==> src/rtl/elm_pkg.sv <==
// elm_pkg: shared Q-format defaults, saturation limits and saturating helpers for the ELM layers.
package elm_pkg;
  localparam int DATA_W = 16;
  localparam int INT_W  = 4;
  localparam int FRAC_W = DATA_W - INT_W;
  localparam int MAX_W  = 64;
  localparam logic signed [DATA_W-1:0]   DATA_MAX = {1'b0, {(DATA_W-1){1'b1}}};
  localparam logic signed [DATA_W-1:0]   DATA_MIN = {1'b1, {(DATA_W-1){1'b0}}};
  localparam logic signed [2*DATA_W-1:0] ACC_MAX  = {1'b0, {(2*DATA_W-1){1'b1}}};
  localparam logic signed [2*DATA_W-1:0] ACC_MIN  = {1'b1, {(2*DATA_W-1){1'b0}}};
  typedef logic signed [MAX_W-1:0] wide_t;
  // Clamp a sign-extended value into the w-bit signed range; w must stay below MAX_W-1.
  function automatic wide_t sat_narrow(input wide_t x, input int unsigned w);
    wide_t hi, lo;
    hi = wide_t'({1'b0, {(MAX_W-1){1'b1}}} >> (MAX_W - w));
    lo = ~hi;
    return (x > hi) ? hi : (x < lo) ? lo : x;
  endfunction
  function automatic wide_t sat_add(input wide_t a, input wide_t b, input int unsigned w);
    return sat_narrow(a + b, w);
  endfunction
endpackage

==> src/rtl/elm_sat_shift.sv <==
// elm_sat_shift: bias add, rescale by fracBits, narrow-saturate and optional ReLU (macro NEURON_RELU_EN).
module elm_sat_shift
  import elm_pkg::*;
#(
  parameter int dataWidth = DATA_W,
  parameter int fracBits  = FRAC_W
) (
  input  logic signed [2*dataWidth-1:0] acc,
  input  logic signed [2*dataWidth-1:0] bias,
  output logic signed [dataWidth-1:0]   result
);
  logic signed [dataWidth-1:0] narrow;
  always_comb begin
    narrow = dataWidth'(sat_narrow(sat_add(wide_t'(acc), wide_t'(bias), 2*dataWidth) >>> fracBits, dataWidth));
`ifdef NEURON_RELU_EN
    result = narrow[dataWidth-1] ? '0 : narrow;
`else
    result = narrow;
`endif
  end
endmodule

==> src/rtl/neuron_mac.sv <==
// neuron_mac: streaming multiply-accumulate neuron driving its weight memory; ReLU via NEURON_RELU_EN.
module neuron_mac
  import elm_pkg::*;
#(
  parameter int dataWidth    = 16,
  parameter int addressWidth = 10,
  parameter int numWeight    = 784,
  parameter int intWidth     = 4
) (
  input  logic                          clk,
  input  logic                          rst_n,
  input  logic signed [dataWidth-1:0]   in_data,
  input  logic                          in_valid,
  output logic                          w_ren,
  output logic [addressWidth:0]         w_raddr,
  input  logic signed [dataWidth-1:0]   w_data,
  input  logic signed [2*dataWidth-1:0] bias,
  output logic signed [dataWidth-1:0]   out_data,
  output logic                          out_valid
);
  localparam int fracBits = dataWidth - intWidth;
  localparam logic [addressWidth:0] LAST = (addressWidth+1)'(numWeight - 1);
  logic                          v1, f1, l1, v2, f2, l2, l3;
  logic signed [dataWidth-1:0]   d1, res;
  logic signed [2*dataWidth-1:0] prod, acc;
  assign w_ren = in_valid;
  always_ff @(posedge clk or negedge rst_n) begin
    if (!rst_n) begin
      w_raddr <= '0;
    end else if (in_valid) begin
      w_raddr <= (w_raddr == LAST) ? '0 : w_raddr + (addressWidth+1)'(1);
    end
  end
  // Stages 1-3: align sample with the returned weight, multiply, then load or accumulate.
  always_ff @(posedge clk or negedge rst_n) begin
    if (!rst_n) begin
      v1   <= 1'b0;
      f1   <= 1'b0;
      l1   <= 1'b0;
      d1   <= '0;
      v2   <= 1'b0;
      f2   <= 1'b0;
      l2   <= 1'b0;
      prod <= '0;
      acc  <= '0;
      l3   <= 1'b0;
    end else begin
      v1 <= in_valid;
      f1 <= in_valid && w_raddr == '0;
      l1 <= in_valid && w_raddr == LAST;
      if (in_valid) d1 <= in_data;
      v2 <= v1;
      f2 <= v1 && f1;
      l2 <= v1 && l1;
      if (v1) prod <= d1 * w_data;
      if (v2) acc <= f2 ? prod : (2*dataWidth)'(sat_add(wide_t'(acc), wide_t'(prod), 2*dataWidth));
      l3 <= v2 && l2;
    end
  end
  elm_sat_shift #(.dataWidth(dataWidth), .fracBits(fracBits)) u_sat_shift (
    .acc(acc),
    .bias(bias),
    .result(res)
  );
  always_ff @(posedge clk or negedge rst_n) begin
    if (!rst_n) begin
      out_data  <= '0;
      out_valid <= 1'b0;
    end else begin
      out_valid <= l3;
      if (l3) out_data <= res;
    end
  end
endmodule

==> config.mk <==
export PLATFORM = sky130hd
export DESIGN_NAME = neuron_mac
export DESIGN_NICKNAME = d
export VERILOG_FILES = /design/src/rtl/elm_pkg.sv /design/src/rtl/elm_sat_shift.sv /design/src/rtl/neuron_mac.sv
export SDC_FILE = /design/constraint.sdc
export NUM_CORES = 1
export LEC_CHECK = 0
export ABC_CLOCK_PERIOD_IN_PS = 6300
export CORE_MARGIN = 10
export CORE_UTILIZATION = 58
export CTS_BUF_LIST = sky130_fd_sc_hd__clkbuf_8
export CTS_CLUSTER_DIAMETER = 120
export DETAILED_ROUTE_END_ITERATION = 8
export PLACE_DENSITY = 0.81
export SKIP_CTS_REPAIR_TIMING = 1
export SYNTH_ARGS = -nofsm -noshare
export SYNTH_HDL_FRONTEND = slang
export SYNTH_SLANG_ARGS = --single-unit
==> constraint.sdc <==
create_clock -name clk -period 6.3 [get_ports clk]
set_input_delay 0.63 -clock clk [delete_from_list [all_inputs] [get_ports clk]]
set_output_delay 0.63 -clock clk [all_outputs]
set_load 0.005 [all_outputs]
==> impl_results.md <==
- Initial Utilization: 0.588
- 1st-pass router iterations: 5
- DRC viols: 0
- Synthesized area per cell: 9.13 um2
- Most used DFF post-synth: dfrtp_1
- Mux contribution to synthesized area: 0.0262
- WS Path Type: in2reg
- Pin count of the biggest net entering global routing: 70
- Register area: between 2000 and 3000 um2
- Distinct cell type count after synthesis: 73
- Worst r2r path cells: 20
- R2r startpoint: d1[12]
- Routed Antenna Nets: 0
- Worst Tran Pin Value: 1.18 ns
- Crit. Startpoint: w_data[2]
- Gpl congestion: 0.926
- Status: complete, no violations
- Synth top area share: 0.294
- Synth Area in Compound Gates: 0.140
- Setup violators final: 0
- Num rows: 64
- Final Hold Viols: 0
- Largest family of logic cells by synthesized area: adder cells
- CTS Buf Count: 17
- Total GRT Usage: 0.245
- Final Slew Violations: 0
- Nets: 2,643
- Max-slew headroom: 0.213
- Register area share after synthesis: 0.160
- Critical path arrival: 6.60 ns
- Hold WC Path Type: in2async
- Vias: about 15,000
- Synth Cell Area: 18,000 um2
- Leading area contributor after synthesis: fa_1
- Filler Cells Inserted: 2,344
- Synth Area in XOR/XNOR: 0.0389
- Via density per instance: 5.73
- Fraction of registers with async set or reset after synthesis: 1.00
- Critical path fanouts, max: 7
- Layout area overhead: 17.0%
- MaxCap Viol Count: 0
- Detailed Route Iter0 Violations: 952
- Clock root cell: clkbuf_8
- Number of global-route vias before repair: 15,900
- Final period util: 0.988
- Die width: 196 um
- GR Overflow Total: 0
- Syn Inst Count: about 2,000
- Hold slack: 0.185 ns
- Synthesized Nets: 2,449
- Post-synth EDFFs: 0
- First-pass GRT wire length: 77.6 mm
- Post-Route Skew: 0.0188 ns
- IO Pins: 96
- Synth area leaders: fa_1, dfrtp_1, ha_1, inv_1, and2_1
- Ys Warns: 0
- Clk slew on worst S/H paths: 0.09 ns
- PortBufs: 95
- Most common cell after layout, fill and taps aside: inv_1
- Share of cells above drive strength 1: 0.143
- H-tree lvl count: 4
- Area of the multi-input gates: 13,700 um2
- Synth Register Bits: 115
- Die Y: 196 um
- FMAX: ~160 MHz
- Post-Route WL: 46.6 mm
- Routed len/inst: ~18 um
- Fin crit period: 6.22 ns
- RSZ-0062 raised after global routing: yes
- Antenna violations before repair: 1
- DP HPWL: 37.6 mm
- Core ar.: 30,600 um2
- Req. time, crit path: 6.67 ns
- Crit end category: flop
- Clock Tree Buf Depth: 2
- Clock Latency Late Sink: between 0.4 and 0.5 ns
- Die area: 38,500 um2
- CTS tree: built
- Commonest cells after routing, fill and taps aside: inv_1, fa_1, nand2_1
- Ant. Diodes: 0
- Adder-cell share of the synthesized area: 0.397
- Post-synthesis simple-gate area fraction: 0.145
- Clk sinks: 115
- Startpoint types: input pin
==> worst paths after layout <==
| path | endpoint | slack (ns) |
|---|---|---|
| max | prod[29] | 0.08 |
| min | acc[11] | 0.18 |
| max reg2reg | prod[29] | 0.11 |
| min reg2reg | f2 | 0.45 |
| max in group asynchronous | d1[4] | 4.66 |
| min in group clk | f2 | 0.45 |
==> final cells by class <==
type	count	share of cell area
tap	396	0.0235
timing repair buffer	248	0.106
multi-input combinational	1419	0.651
inverter	363	0.0647
clock inverter	11	0.00547
sequential	115	0.137
clock buffer	19	0.0124
==> worst max-delay path, stage by stage <==
cell and delay (ns):
clkdlybuf4s50_1 0.41, buf_6 0.15, nand2_2 0.08, inv_2 0.04, fa_1 0.58, inv_2 0.09, fa_1 0.53, inv_1 0.05
fa_1 0.51, fa_1 0.44, fa_1 0.54, inv_1 0.05, fa_1 0.53, inv_1 0.04, ha_1 0.31, nand3_1 0.12
a2111o_1 0.32, a31o_4 0.24, a311oi_4 0.31, or3_1 0.18, a21oi_2 0.05, xnor2_1 0.11, mux2_2 0.26
==> cell usage after synthesis (6+ instances only) <==
cell / n
inv_1: 363
o211ai_2: 12
o21a_1: 13
and2_1: 127
a211oi_2: 11
and3_1: 26
fa_1: 264
nor2b_1: 7
nand2_1: 185
nand2b_1: 14
mux2_2: 37
nand4_1: 14
o211ai_1: 11
dfrtp_1: 115
xnor2_1: 47
nor3_1: 11
o21bai_1: 14
o21ai_1: 9
o21ai_0: 63
ha_1: 148
xor2_1: 33
o211a_1: 6
a31oi_1: 7
clkbuf_1: 60
a21oi_1: 106
or3_1: 13
a211oi_1: 23
nand3_1: 28
nor2_1: 73
a21o_1: 28
==> cells by family (layout without fill, tap and decap cells) <==
group	count (synthesis)	count (layout)
compound gates	362	362
xor+xnor	80	80
fa+ha+maj	412	412
buf+inv	436	641
flops	115	115
mux	42	42
simple gates	523	523
==> flip-flops by register name (all words and copies together) (netlist names) <==
signal / count
out_valid: 1
l3: 1
v2: 1
prod: 32
w_raddr: 11
f1: 1
out_data: 16
d1: 16
v1: 1
l2: 1
f2: 1
acc: 32
l1: 1
==> metal layers <==
metal | part of all wire | up-vias | track usage
met3 | 0.061 | 113 | 0.0384
met1 | 0.41 | 7325 | 0.301
met5 | 0.00028 | - | 0
li1 | - | 6777 | -
met4 | 0.027 | 2 | 0.0800
met2 | 0.50 | 525 | 0.431
==> per-stage QoR <==
| step | utilization | TNS [ns] | cell area, um2 | cells | worst slack, ns |
|---|---|---|---|---|---|
| CTS | 0.678 | -0.744 | 20700 | 2567 | -0.223 |
| floorplan | - | 0 | 18000 | 1970 | 0.0171 |
| detailed placement | 0.666 | -7.53 | 20400 | 2537 | -0.738 |
| global placement | 0.666 | -5.57 | 20400 | 2537 | -0.637 |
| finish | 0.688 | 0 | 21100 | 2571 | 0.0778 |
| global route | 0.688 | -0.140 | 21100 | 2571 | -0.100 |
Power is not shown: default switching activity piles up to over one toggle a cycle in this logic, so the estimate is an artifact.
